[src/rtl/sp_ram_pkg.sv]
// Shared types for the single-port RAM arbiter.
// Channel ids are sized for the largest supported channel count.
package sp_ram_pkg;

  localparam int MAX_CH = 16;
  localparam int CH_ID_W = $clog2(MAX_CH);

  typedef logic [CH_ID_W-1:0] ch_id_t;

  typedef struct packed {
    logic   valid;
    ch_id_t id;
  } mem_tag_t;

endpackage

[src/rtl/rr_arbiter.sv]
// Round-robin selector: one-hot grant starting the search at ptr.
// Pure combinational; the pointer register lives in the parent.
import sp_ram_pkg::*;

module rr_arbiter #(
  parameter int N = 4
) (
  input  logic [N-1:0] req,
  input  ch_id_t       ptr,
  output logic [N-1:0] gnt,
  output ch_id_t       idx,
  output logic         any
);

  // Walk from farthest to nearest so the nearest to ptr wins.
  always_comb begin
    gnt = '0;
    idx = '0;
    any = 1'b0;
    for (int k = N - 1; k >= 0; k--) begin
      if (req[(int'(ptr) + k) % N]) begin
        gnt = '0;
        gnt[(int'(ptr) + k) % N] = 1'b1;
        idx = ch_id_t'((int'(ptr) + k) % N);
        any = 1'b1;
      end
    end
  end

endmodule

[src/rtl/sp_ram_arbiter.sv]
// Multi-channel round-robin front end for a single-port RAM.
// One registered access per cycle; read data routed back via a tag pipe.
import sp_ram_pkg::*;

module sp_ram_arbiter #(
  parameter int ADDR_WIDTH = 20,
  parameter int DATA_WIDTH = 16,
  parameter int NUM_CH     = 4,
  parameter int RD_LATENCY = 1
) (
  input  logic                         clk,
  input  logic                         rst_n,
  input  logic [NUM_CH-1:0]            ch_req,
  input  logic [NUM_CH-1:0]            ch_we,
  input  logic [NUM_CH*ADDR_WIDTH-1:0] ch_addr,
  input  logic [NUM_CH*DATA_WIDTH-1:0] ch_wdata,
  output logic [NUM_CH-1:0]            ch_gnt,
  output logic [NUM_CH-1:0]            ch_rvalid,
  output logic [DATA_WIDTH-1:0]        ch_rdata,
  output logic                         mem_cs,
  output logic                         mem_oe,
  output logic                         mem_W_req,
  output logic [ADDR_WIDTH-1:0]        mem_addr,
  output logic [DATA_WIDTH-1:0]        mem_W_data,
  input  logic [DATA_WIDTH-1:0]        mem_R_data
);

  logic [NUM_CH-1:0]     req_m;
  logic [NUM_CH-1:0]     gnt;
  ch_id_t                idx;
  logic                  any;
  ch_id_t                ptr_q, ptr_d;
  logic                  cs_q, cs_d;
  logic                  oe_q, oe_d;
  logic                  wreq_q, wreq_d;
  logic [ADDR_WIDTH-1:0] addr_q, addr_d;
  logic [DATA_WIDTH-1:0] wdata_q, wdata_d;
  logic [NUM_CH-1:0]     rvalid_q, rvalid_d;
  logic [DATA_WIDTH-1:0] rdata_q, rdata_d;
  mem_tag_t              tag_q [RD_LATENCY];
  mem_tag_t              tag_d [RD_LATENCY];
  logic                  sel_we;
  logic [ADDR_WIDTH-1:0] sel_addr;
  logic [DATA_WIDTH-1:0] sel_wdata;

  // No grants may escape while reset is held.
  assign req_m = ch_req & {NUM_CH{rst_n}};

  rr_arbiter #(.N(NUM_CH)) u_rr (
    .req (req_m),
    .ptr (ptr_q),
    .gnt (gnt),
    .idx (idx),
    .any (any)
  );

  always_comb begin
    sel_we    = 1'b0;
    sel_addr  = '0;
    sel_wdata = '0;
    for (int i = 0; i < NUM_CH; i++) begin
      if (gnt[i]) begin
        sel_we    = ch_we[i];
        sel_addr  = ch_addr[i*ADDR_WIDTH +: ADDR_WIDTH];
        sel_wdata = ch_wdata[i*DATA_WIDTH +: DATA_WIDTH];
      end
    end
  end

  always_comb begin
    ptr_d   = ptr_q;
    addr_d  = addr_q;
    wdata_d = wdata_q;
    cs_d    = any;
    oe_d    = any & ~sel_we;
    wreq_d  = any & sel_we;
    if (any) begin
      ptr_d   = (idx == ch_id_t'(NUM_CH - 1)) ? '0 : idx + 1'b1;
      addr_d  = sel_addr;
      wdata_d = sel_wdata;
    end
    tag_d[0].valid = any & ~sel_we;
    tag_d[0].id    = idx;
    for (int k = 1; k < RD_LATENCY; k++) begin
      tag_d[k] = tag_q[k-1];
    end
    rvalid_d = '0;
    rdata_d  = rdata_q;
    if (tag_q[RD_LATENCY-1].valid) begin
      rvalid_d = NUM_CH'(1) << tag_q[RD_LATENCY-1].id;
      rdata_d  = mem_R_data;
    end
  end

  always_ff @(posedge clk or negedge rst_n) begin
    if (!rst_n) begin
      ptr_q    <= '0;
      cs_q     <= 1'b0;
      oe_q     <= 1'b0;
      wreq_q   <= 1'b0;
      addr_q   <= '0;
      wdata_q  <= '0;
      rvalid_q <= '0;
      rdata_q  <= '0;
      for (int k = 0; k < RD_LATENCY; k++) begin
        tag_q[k] <= '0;
      end
    end else begin
      ptr_q    <= ptr_d;
      cs_q     <= cs_d;
      oe_q     <= oe_d;
      wreq_q   <= wreq_d;
      addr_q   <= addr_d;
      wdata_q  <= wdata_d;
      rvalid_q <= rvalid_d;
      rdata_q  <= rdata_d;
      for (int k = 0; k < RD_LATENCY; k++) begin
        tag_q[k] <= tag_d[k];
      end
    end
  end

  assign ch_gnt     = gnt;
  assign ch_rvalid  = rvalid_q;
  assign ch_rdata   = rdata_q;
  assign mem_cs     = cs_q;
  assign mem_oe     = oe_q;
  assign mem_W_req  = wreq_q;
  assign mem_addr   = addr_q;
  assign mem_W_data = wdata_q;

endmodule

[config.mk]
export PLATFORM = sky130hd
export DESIGN_NAME = sp_ram_arbiter
export DESIGN_NICKNAME = d
export VERILOG_FILES = /design/src/rtl/sp_ram_pkg.sv /design/src/rtl/rr_arbiter.sv /design/src/rtl/sp_ram_arbiter.sv
export SDC_FILE = /design/constraint.sdc
export NUM_CORES = 1
export LEC_CHECK = 0
export CORE_AREA = 2 2 111 113
export DETAILED_ROUTE_END_ITERATION = 6
export DIE_AREA = 0 0 113 115
export GPL_ROUTABILITY_DRIVEN = 1
export PLACE_DENSITY = 0.73
export SYNTH_ARGS = -nofsm -noshare
export SYNTH_HDL_FRONTEND = slang
export SYNTH_HIERARCHICAL = 1
export SYNTH_SLANG_ARGS = --single-unit
[constraint.sdc]
create_clock -name clk -period 3.99 [get_ports clk]
set_clock_uncertainty 0.2 [all_clocks]
set_input_delay 0.399 -clock clk [delete_from_list [all_inputs] [get_ports clk]]
set_output_delay 0.399 -clock clk [all_outputs]
set_load 0.05 [all_outputs]
==> results_dict.tcl, run 1 <==
set metrics [dict create \
    clock-sinks 65 \
    critPathSlowestCell "dfrtp_2" \
    die_h_um 115 \
    htree_num_levels 3 \
    wl_per_cell_um 18.5 \
    outcome "complete, but fails checks" \
    die_area_um2 13000 \
    cts_tree "yes" \
    wl_met1_mm 5.50 \
    relSlewSlack 0.482 \
    clk_pin_slew_ps 60 \
    grt_first_pass_wirelength_mm 21.9 \
    clockRootBuffer "clkbuf_16" \
    swShare 0.498 \
    worstSetupPathType "reg -> out" \
    ir_drop_v 0.000421 \
    crit_chain "inv_1 > ha_1 > or3b_2 > nand3_1 > nand4_1 > a31oi_4 > buf_6 > buf_12" \
    num_antenna_cells 0 \
    violations "DRC" \
    final_antenna_net_count 0 \
    yosysWarnings 6 \
    grt_max_degree 45 \
    io_pins 233 \
    min_path_type "reg -> reg" \
    cts_inserted_buffers 9 \
    dpl-instance-area_um2 6400 \
    slowest_delay_ps 490 \
    overflow 0 \
    synth_area_per_cell_um2 9.39 \
    combinationalPowerShare 0.673 \
    wl_met3_mm 1.13 \
    cts_buffer_depth 2 \
    drc 19 \
    netlist_area_um2 3940 \
    holdWs_ps 278 \
    post-route-cell-area_um2 6710 \
    tns_ps 0 \
    clkLatencyLatePin_ps 330 \
    maxCapViolations 0 \
    vias_per_cell 5.41 \
    p_per_area_nw_per_um2 903 \
    crit_buf_inv 3 \
    met2_length_mm 7.50 \
    cell_internal_pwr_uw 3040 \
    hold_violations 0 \
    routabilityCongestion 0.968 \
    setup_viol 0 \
    die_w_um 113 \
    routed_wl_mm 14.6 \
    initial_core_util 0.333 \
    cp_max_fo 39 \
    drtIter0Drc 347 \
    route.top_layer_used "met4" \
    placedCellCount 772 \
    hpwl_mm 10.8 \
    min_period_over_period 0.917 \
    grt_pass1_vias 4213 \
    max_freq_ghz 0.273 \
    layout-drive-gt1-share 0.0998 \
    tightest_slew_ps 777 \
    nFillCells 1045 \
    rsz0062_at_grt "false" \
    pwr-share-seq 0.196 \
    post-cts-setup-buffers 0 \
    syn_to_final_growth_pct 70.5 \
    core.rowCount 40 \
    port_buffers 232 \
    crit_path_end_kind "primary output" \
    antenna_found_initial 0 \
    drv_slew 0 \
    crit_required_ps 3390 \
    track_usage 0.214 \
    pwr-share-clk 0.131 \
    cp-start-kind "flip-flop" \
    netlist_instances 419 \
    arrival_ps 3060 \
    fp.coreArea_um2 11800 \
    post-route-util 0.568 \
    firstDrtPassIters 7 \
    p_leak_uw 0.00257 \
    nets 816 \
    period_needed_ps 3660 \
    p_switching_uw 3020 \
    cpLargestDelayFamily "simple AND/OR/NAND/NOR gates" \
    vias 4263 \
    fin_cells 788 \
]
-- registers in the layout, indices dropped and copies added (netlist names) --
register / flops
ch_rdata: 16
ch_rvalid: 4
mem_W_data: 16
mem_W_req: 1
mem_addr: 20
mem_cs: 1
ptr_q: 2
tag_q: 5
-- routing by layer --
layer	GRT usage	up-vias
met5	0	-
met4	0.101	0
met3	0.0385	33
met2	0.381	211
met1	0.252	2054
li1	-	1965
-- power groups by stage --
stage | combinational (uW) | sequential, uW | clock, uW
2_1_floorplan | 1750 | 2150 | 0
4_1_cts | 4080 | 1190 | 809
6_report | 4080 | 1190 | 794
3_5_place_dp | 4070 | 1200 | 0
3_3_place_gp | 4010 | 1180 | 0
5_1_grt | 4330 | 1230 | 836
-- cell usage in the layout (no fill, tap or decap), types with 2 or more instances in the layout --
cell,instances
clkdlybuf4s50_1,227
nand3b_1,71
dfrtp_1,64
nand2_1,41
a21oi_1,40
o21ai_0,39
a31oi_1,37
mux2_2,19
buf_4,12
nor2_1,10
ha_1,9
clkbuf_16,9
and2_1,4
buf_12,4
a22oi_1,4
nand4_1,4
nor3b_1,3
a31oi_4,3
nor2b_1,2
and3_1,2
o22ai_1,2
clkbuf_8,2
clkinv_2,2
inv_1,2
mux4_2,2
conb_1,2
-- timing repair --
action                                 4_1_cts  5_1_grt
hold buffers                                 1        0
gates resized for setup                      0        2
endpoints found under the hold margin       24        0
setup endpoints to repair                    0        2
-- worst paths after layout --
| kind | from | endpoint | slack (ps) | cells past startpoint |
|---|---|---|---|---|
| min in group asynchronous | rst_n | mem_cs$_DFF_PN0_ | 470 | 3 |
| worst max register to register | ptr_q[1]$_DFFE_PN0P_ | mem_W_data[11]$_DFFE_PN0P_ | 570 | 10 |
| worst min register to register | tag_q[1]$_DFF_PN0_ | ch_rvalid[0]$_DFF_PN0_ | 280 | 1 |
| max in group asynchronous | rst_n | mem_W_data[2]$_DFFE_PN0P_ | 2660 | 3 |
| worst max-delay path | ptr_q[1]$_DFFE_PN0P_ | ch_gnt[1] | 330 | 8 |
| worst min-delay path | tag_q[1]$_DFF_PN0_ | ch_rvalid[0]$_DFF_PN0_ | 280 | 1 |
-- cell type report --
class / instances / area, um2 / area share
clock buffer: 12 / 256 / 0.0382
clock inverter: 3 / 40.0 / 0.00597
inverter: 2 / 7.51 / 0.00112
multi-input combinational: 313 / 2130 / 0.317
sequential: 65 / 1630 / 0.243
tap: 147 / 184 / 0.0274
timing repair buffer: 246 / 2470 / 0.368
-- through the flow --
step | power, uW | worst slack [ps]
floorplan | 3900 | 46.4
global placement | 5190 | 561
detailed placement | 5270 | 446
CTS | 6080 | 81.6
global route | 6400 | 182
finish | 6060 | 332
(Power assumes the default switching activity.)
==> run 2: changes to the inputs <==
--- a/config.mk
+++ b/config.mk
@@ -5,11 +5,12 @@
 export SDC_FILE = /design/constraint.sdc
 export NUM_CORES = 1
 export LEC_CHECK = 0
-export CORE_AREA = 2 2 111 113
+export ABC_AREA = 1
+export CORE_AREA = 2 2 117 119
 export DETAILED_ROUTE_END_ITERATION = 6
-export DIE_AREA = 0 0 113 115
+export DIE_AREA = 0 0 119 121
 export GPL_ROUTABILITY_DRIVEN = 1
-export PLACE_DENSITY = 0.73
+export PLACE_DENSITY = 0.7
 export SYNTH_ARGS = -nofsm -noshare
 export SYNTH_HDL_FRONTEND = slang
 export SYNTH_HIERARCHICAL = 1
==> run 2 against run 1 <==
Net effect: the flow now finishes without violations; clock-buffer cell count down 3; first-iteration DRC count down 20%; worst hold slack worse by 4.7 ps; area after synthesis up 12%; critical path depth up 5; critical path type is now in -> out.
==> results_dict.tcl, run 2 <==
set metrics [dict create \
    layout_commonest_cell "nand2_1" \
    drc 0 \
    layout-drive-gt1-share 0.104 \
    min_path_type "reg -> reg" \
    port_buffers 232 \
    clkLatencyLatePin_ps 320 \
    io_pins 233 \
    die_area_um2 14400 \
    initial_core_util 0.338 \
    overflow 0 \
    clock-sinks 65 \
    cts_tree "yes" \
    tns_ps 0 \
    netlist_area_um2 4430 \
    antenna_found_initial 0 \
    htree_num_levels 3 \
    crit_buf_inv 5 \
    min_period_over_period 0.923 \
    hp-start "mem_addr[2]$_DFFE_PN0P_" \
    firstDrtPassIters 5 \
    wl_per_cell_um 13.7 \
    die_h_um 121 \
    setup_viol 0 \
    final_antenna_net_count 0 \
    crit_top_cell "nand2_1" \
    final_cell_mix "266 x nand2_1, 228 x clkdlybuf4s50_1, 79 x a21oi_1, 65 x dfrtp_1, 52 x inv_1" \
    num_antenna_cells 0 \
    routed_wl_mm 14.2 \
    nets 1037 \
    crit_chain "dlygate4sd3_1 > buf_4 > nand2_1 > inv_1 > inv_1 > o21ai_1 > nand2_1 > nand2_4 > nand3_1 > nand2_1 > nor2_1 > nor2_4 > clkdlybuf4s50_1" \
    crit_required_ps 3390 \
    cp_max_fo 30 \
    cts_buffer_depth 2 \
    hpwl_mm 10.1 \
    clockRootBuffer "clkbuf_16" \
    fp.coreArea_um2 13100 \
    grt_first_pass_wirelength_mm 22.5 \
    crit_path_end_kind "primary output" \
    outcome "finished, final reports clean" \
    track_usage 0.197 \
    cp-start-kind "primary input" \
    clk_pin_slew_ps 50 \
    cts_inserted_buffers 9 \
    grt_max_degree 45 \
    drtIter0Drc 278 \
    routabilityCongestion 0.838 \
    relSlewSlack 0.547 \
    die_w_um 119 \
    synth_area_per_cell_um2 6.89 \
    ff2ff_setup_slack_ps 890 \
    period_needed_ps 3680 \
    drv_slew 0 \
    vias 4765 \
    slowest_delay_ps 810 \
    worstSetupPathType "in -> out" \
    rsz0062_at_grt "false" \
    cts_resized 0 \
    critPathSlowestCell "clkdlybuf4s50_1" \
    arrival_ps 3080 \
    cp-startpoint "rst_n" \
    hold_violations 0 \
    grt_pass1_vias 4503 \
    yosysWarnings 6 \
    r2r_start "ptr_q[0]$_DFFE_PN0P_" \
    tightest_slew_ps 680 \
    largest_register_ffs 20 \
    netlist_instances 642 \
    post-cts-setup-buffers 0 \
    max_freq_ghz 0.272 \
    maxCapViolations 0 \
    cpLargestDelayFamily "buffers and inverters" \
    cts_hold_buf 1 \
    syn_to_final_growth_pct 61.4 \
    core.rowCount 42 \
    vias_per_cell 4.59 \
]
## run 2: changes by cell type in the layout (fill, tap and decap cells not counted), sizes merged, moves of 5 or more
cell and change:
o21ai -36, inv +60, nand3b -70, nand3 +52, nor2 +9, nand2 +251, buf -5, a21oi +40
a31oi -40
## run 2: per-stage QoR
| step | cells | hold slack [ps] | instance area [um2] | setup slack (ps) | utilization |
|---|---|---|---|---|---|
| 6_report | 1039 | 273 | 7140 | 307 | 0.546 |
| 4_1_cts | 1039 | 280 | 7140 | 276 | 0.546 |
| 3_3_place_gp | 1022 | 152 | 6830 | 777 | 0.522 |
| 5_1_grt | 1039 | 296 | 7140 | 66.6 | 0.546 |
| 2_1_floorplan | 643 | -96.6 | 4430 | 814 | - |
| 3_5_place_dp | 1022 | 156 | 6830 | 779 | 0.522 |
## run 2: layout make-up
class / count / area (um2)
fill: 1259 / 5940
timing repair buffer: 242 / 2440
multi-input combinational: 480 / 2320
sequential: 65 / 1630
inverter: 60 / 233
clock buffer: 9 / 225
tap: 176 / 220
clock inverter: 7 / 77.6
## run 2: worst min-delay path, cell delays in order, from the launching register on
cell and delay [ps]:
dfrtp_1 340, nand2_1 50, nand2_1 50
## run 2: per-layer routing
layer,track usage,vias up,wire length (um)
met5,0,-,0
met2,0.331,172,6760
li1,-,2433,-
met3,0.0522,17,1050
met1,0.250,2143,6170
met4,0.0551,0,227
## run 2: worst paths after layout
check,end,cells after the start
min,mem_addr[2]$_DFFE_PN0P_,2
max in group asynchronous,tag_q[4]$_DFF_PN0_,3
max,ch_gnt[2],13
min in group asynchronous,mem_W_data[9]$_DFFE_PN0P_,2
max reg2reg,mem_W_data[11]$_DFFE_PN0P_,18
min reg2reg,mem_addr[2]$_DFFE_PN0P_,2
Power of run 2 is not shown: default switching activity piles up to over one toggle a cycle in this logic, so the estimate is an artifact.
==> patch 1 (flow settings as in run 1) <==
Make the reset (`rst_n`) synchronous in one clocked block.
--- a/src/rtl/sp_ram_arbiter.sv
+++ b/src/rtl/sp_ram_arbiter.sv
@@ -93,5 +93,5 @@
   end
 
-  always_ff @(posedge clk or negedge rst_n) begin
+  always_ff @(posedge clk) begin
     if (!rst_n) begin
       ptr_q    <= '0;
Behaviour: differs if rst_n is asserted again (counterexample within 4 cycles, from zero or initial values and one cycle with rst_n low); with rst_n held inactive, the same outputs for 4 cycles.
==> patch 1 against run 1 <==
  * The flow still finishes with violations (design-rule violations)
  * Final cell count is 5.1% lower
  * Sequential cell count stayed put
  * Synthesized area is 8.2% lower
  * Count of clock-buffer cells in the layout is 2 lower
  * Fmax is 0.75% higher
  * Setup slack better by 0.027 ns
  * Routed wire length is 0.75% higher
  * Final area is 5.7% lower
  * Register-to-register slack worse by 0.21 ns
Power is not compared: it rests on default switching activity, and its combinational part moved more than twofold at a synthesized area within 25%.
==> patch 1: results (changes against run 1) <==
.. list-table::
   :header-rows: 1

   * - Metric
     - Value
   * - Outcome
     - finished, violations left (unchanged)
   * - Failing checks
     - design-rule violations (unchanged)
   * - Clock Pin Slew Worst Setup and Hold Paths
     - 0.06 ns (about the same)
   * - Master cell of the clock root buffer
     - sky130_fd_sc_hd__clkbuf_16 (unchanged)
   * - Final weighted congestion in routability-driven placement
     - 0.8322 (was 0.9678)
   * - Maximum buffer depth of the clock tree
     - 2 (unchanged)
   * - Hold WC Path Type
     - flip-flop to flip-flop (unchanged)
   * - Number of antenna cells inserted
     - 0 (unchanged)
   * - Leak pwr
     - 2.233 nW
   * - Total CTS buffers
     - 9 (unchanged)
   * - Worst max-slew margin expressed relative to the limit
     - 44.93% (was 48.21%)
   * - Drt first pass iters
     - 7 (unchanged)
   * - Total track usage
     - 21.45% (about the same)
   * - Post-CTS setup buffer count
     - 0 (unchanged)
   * - Via count of the first global-routing pass
     - 4237 (was 4213)
   * - HPWL after detailed placement
     - 10.48 mm (was 10.83 mm)
   * - Wire length of the first global-routing pass
     - 22.13 mm (was 21.93 mm)
   * - Flop-to-flop setup slack
     - 0.36 ns (was 0.57 ns)
   * - Buffers on Ports
     - 232 (unchanged)
   * - Aggregate routed wire length
     - 14.70 mm (was 14.59 mm)
   * - Final Hold Slack
     - 0.2519 ns (was 0.2781 ns)
   * - Endpoint arrival time on the critical path
     - 3.68 ns (was 3.06 ns)
   * - Antenna violations before repair
     - 0 (unchanged)
   * - Worst IR Drop VDD
     - 0.2876 mV
   * - Switching share of power
     - 42.81%
   * - Clock latency at the later pin of the worst-skew pair
     - 0.32 ns
   * - Maximum level of the CTS H-tree
     - 3 (unchanged)
   * - Share of post-route cells with drive strength above 1
     - 8.319% (was 9.984%)
   * - Maximum number of pins on one net before global-route repair
     - 48 (was 45)
   * - Vias/cell
     - 5.656 (was 5.410)
   * - Cells resized by post-CTS repair
     - 0 (unchanged)
   * - Yosys warns
     - 6 (unchanged)
   * - Number of remaining DRC errors
     - 20 (was 19)
   * - Highest net fanout along the worst path
     - 19 (was 39)
   * - Post-Syn Instances
     - 379 (was 419)
   * - Initial DRC Count
     - 418 (was 347)
   * - Total Nets Final
     - 775 (was 816)
   * - Filler Cell Count
     - 1077 (was 1045)
   * - Number of flip-flops under the largest register name
     - 20 (unchanged)
[patch 1: final cells by class]
class,instances,area share [%]
Inverter,4,0.2372
Timing Repair Buffer,247,39.02
Sequential cell,65,20.56
Clock buffer,10,3.617
Tap cell,147,2.906
Multi-Input combinational cell,269,33.11
Clock inverter,6,0.5535
[patch 1: final timing paths]
check	cells past startpoint	from	end
max	10	ptr_q[0]	mem_addr[10]
min reg2reg	1	tag_q[0][0]	ch_rvalid[2]
max reg2reg	10	ptr_q[0]	mem_addr[10]
min	1	tag_q[0][0]	ch_rvalid[2]
[patch 1: critical path: stages (launching register included)]
cell	delay (ns)
sky130_fd_sc_hd__dfxtp_1	0.33
sky130_fd_sc_hd__inv_1	0.12
sky130_fd_sc_hd__ha_1	0.45
sky130_fd_sc_hd__or3b_2	0.48
sky130_fd_sc_hd__nand3_1	0.17
sky130_fd_sc_hd__nand4_1	0.11
sky130_fd_sc_hd__a31oi_1	0.25
sky130_fd_sc_hd__nor3b_4	0.74
sky130_fd_sc_hd__buf_4	0.38
sky130_fd_sc_hd__a22oi_1	0.13
sky130_fd_sc_hd__a21oi_1	0.18
[patch 1: power groups by stage]
stage | combinational, mW | clock [mW] | sequential [mW]
final | 1.75 | 0.704 | 0.866
after global routing | 1.86 | 0.747 | 0.881
after CTS | 1.76 | 0.720 | 0.863
after detailed placement | 1.76 | 0 | 0.876
after global placement | 1.72 | 0 | 0.870
after floorplan | 0.686 | 0 | 1.29
[patch 1: routing by layer]
| metal | share of wire (%) | vias to the layer above | global-route usage (%) |
|---|---|---|---|
| met3 | 8.5 | 26 | 4.533 |
| met5 | 0 | - | 0 |
| li1 | - | 1947 | - |
| met2 | 51 | 224 | 39.16 |
| met1 | 39 | 2034 | 23.87 |
| met4 | 2.3 | 0 | 10.08 |
[patch 1: through the flow]
stage	power [mW]	setup slack, ns	cell area (um2)	cells	utilization [%]
2_1_floorplan	1.975	0.02648	3630	380	-
3_3_place_gp	2.594	0.3415	6066	732	51.36
3_5_place_dp	2.631	0.1771	6066	732	51.36
4_1_cts	3.344	0.3775	6330	748	53.59
5_1_grt	3.487	0.09588	6330	748	53.59
6_report	3.324	0.3593	6330	748	53.59
==> patch 2 (flow settings as in run 1) <==
Without the edit above. Change the parameter `DATA_WIDTH` from 16 to 32.
--- a/src/rtl/sp_ram_arbiter.sv
+++ b/src/rtl/sp_ram_arbiter.sv
@@ -5,5 +5,5 @@
 module sp_ram_arbiter #(
   parameter int ADDR_WIDTH = 20,
-  parameter int DATA_WIDTH = 16,
+  parameter int DATA_WIDTH = 32,
   parameter int NUM_CH     = 4,
   parameter int RD_LATENCY = 1
Ports: changed (resized ch_rdata, ch_wdata, mem_R_data and mem_W_data); port bits go from 233 to 345. The function was not compared with the original's and may differ.
==> patch 2 against run 1 <==
  * The flow finishes with violations (design-rule violations, negative hold slack)
  * Via count is 42% higher
  * Sequential share of layout area rose by 1.5 points
  * Synthesized cell count up 38%
  * Synthesized area increased by 41%
  * Setup slack worse by 0.14 ns
  * Final area up 40%
  * Critical path depth stayed put
  * Routed wire length is 54% higher
  * Fmax is 3.7% lower
  * Total power increased by 43%
  * Sequential cell count up 32
  * Critical path type unchanged
  * Largest power group unchanged
==> patch 2: results (changes against run 1) <==
.. list-table::
   :header-rows: 1

   * - Metric
     - Value
   * - Flop-to-flop setup slack
     - 0.38 ns (was 0.57 ns)
   * - Maximum level of the CTS H-tree
     - 3 (unchanged)
   * - HPWL after detailed placement
     - 17.21 mm (was 10.83 mm)
   * - Leak pwr
     - 3.599 nW (was 2.572 nW)
   * - Wire length of the first global-routing pass
     - 32.89 mm (was 21.93 mm)
   * - Clock latency at the later pin of the worst-skew pair
     - 0.34 ns
   * - Total Nets Final
     - 1151 (was 816)
   * - Share of post-route cells with drive strength above 1
     - 9.142% (was 9.984%)
   * - Critical register-to-register path startpoint
     - ptr_q[1] (unchanged)
   * - Reported max-cap violation count
     - 0 (unchanged)
   * - Total number of vias
     - 6067 (was 4263)
   * - Failing checks
     - design-rule violations, negative hold slack (was design-rule violations)
   * - Master cell of the clock root buffer
     - sky130_fd_sc_hd__clkbuf_16 (unchanged)
   * - Final weighted congestion in routability-driven placement
     - 0.9034 (was 0.9678)
   * - Outcome
     - finished, violations left (unchanged)
   * - Final Hold Slack
     - -0.01747 ns (was 0.2781 ns)
   * - Highest net fanout along the worst path
     - 55 (was 39)
   * - Filler Cell Count
     - 778 (was 1045)
   * - Hold WC Path Type
     - input port to async pin (was flip-flop to flip-flop)
   * - Number of cells on the worst reg-to-reg path
     - 9 (was 10)
   * - Total CTS buffers
     - 9 (unchanged)
   * - Cells resized by post-CTS repair
     - 0 (unchanged)
   * - Post-CTS setup buffer count
     - 0 (unchanged)
   * - Average detailed-routed wire length per instance
     - 21.51 um (was 18.51 um)
   * - Crit Reg-Reg Endpoint
     - mem_W_data[28] (was mem_W_data[11])
   * - Drt first pass iters
     - 7 (unchanged)
   * - Final hold viol count
     - 20 (was 0)
   * - Worst IR Drop VDD
     - 0.4314 mV (was 0.4210 mV)
   * - Total track usage
     - 33.18% (was 21.45%)
   * - Kind of start point of the critical path
     - flip-flop (unchanged)
   * - Number of remaining DRC errors
     - 20 (was 19)
   * - Antenna violations before repair
     - 2 (was 0)
   * - Maximum number of pins on one net before global-route repair
     - 73 (was 45)
   * - Via count of the first global-routing pass
     - 5994 (was 4213)
   * - Worst-margin pin slew
     - 0.6902 ns (was 0.7768 ns)
   * - Yosys warns
     - 6 (unchanged)
   * - Pre-CTS setup slack
     - 0.4386 ns (was 0.4461 ns)
   * - Cell internal pwr
     - 4.201 mW (was 3.044 mW)
   * - Endpoint arrival time on the critical path
     - 3.20 ns (was 3.06 ns)
   * - Maximum buffer depth of the clock tree
     - 2 (unchanged)
   * - Initial DRC Count
     - 510 (was 347)
   * - Buffers on Ports
     - 344 (was 232)
   * - Clock Pin Slew Worst Setup and Hold Paths
     - 0.07 ns
## patch 2: power by group through the flow
stage | sequential, mW | clock, mW | combinational (mW)
3_5_place_dp | 1.77 | 0 | 5.94
5_1_grt | 1.81 | 0.970 | 6.29
4_1_cts | 1.76 | 0.923 | 5.97
3_3_place_gp | 1.74 | 0 | 5.83
2_1_floorplan | 3.33 | 0 | 2.39
6_report | 1.76 | 0.917 | 5.98
## patch 2: per-stage QoR
step	instances	utilization [%]	cell area (um2)
floorplan	581	-	5570
global placement	1028	77.13	9110
detailed placement	1028	77.13	9110
CTS	1044	79.75	9419
global route	1046	79.79	9424
finish	1046	79.79	9424
## patch 2: worst max-delay path, cell delays in order (launching register included)
cell and delay (ns):
sky130_fd_sc_hd__dfrtp_1 0.61, sky130_fd_sc_hd__inv_1 0.21, sky130_fd_sc_hd__ha_1 0.47, sky130_fd_sc_hd__or3b_2 0.49
sky130_fd_sc_hd__nand3_1 0.16, sky130_fd_sc_hd__nand4_1 0.18, sky130_fd_sc_hd__a31oi_4 0.25, sky130_fd_sc_hd__buf_12 0.30
sky130_fd_sc_hd__buf_12 0.18
## patch 2: final cells by class
type                    instances  area, um2  area share (%)
flip-flops and latches         97       2427           25.76
clock inverters                 7      83.83          0.8895
diodes                          2      5.005         0.05311
repair buffers                357       3616           38.37
multi-input cells             425       2875           30.51
well taps                     147      183.9           1.952
clock buffers                   9      225.2           2.390
inverters                       2      7.507         0.07966
## patch 2: worst max-delay path by stage
| stage | end | slack (ns) | cells after the start |
|---|---|---|---|
| 3_3_place_gp | mem_W_data[1] | 0.57 | 10 |
| 5_1_grt | ch_gnt[3] | 0.02 | 8 |
| 2_1_floorplan | mem_addr[2] | 0.05 | 13 |
| 6_report | ch_gnt[3] | 0.19 | 8 |
| 4_1_cts | ch_gnt[3] | 0.21 | 8 |
| 3_5_place_dp | mem_W_data[28] | 0.44 | 9 |
## patch 2: metal layers
layer | share of wire, % | track usage (%)
met1 | 34 | 35.41
met2 | 51 | 59.20
met3 | 9.1 | 9.172
met4 | 6.6 | 19.11
met5 | 0 | 0
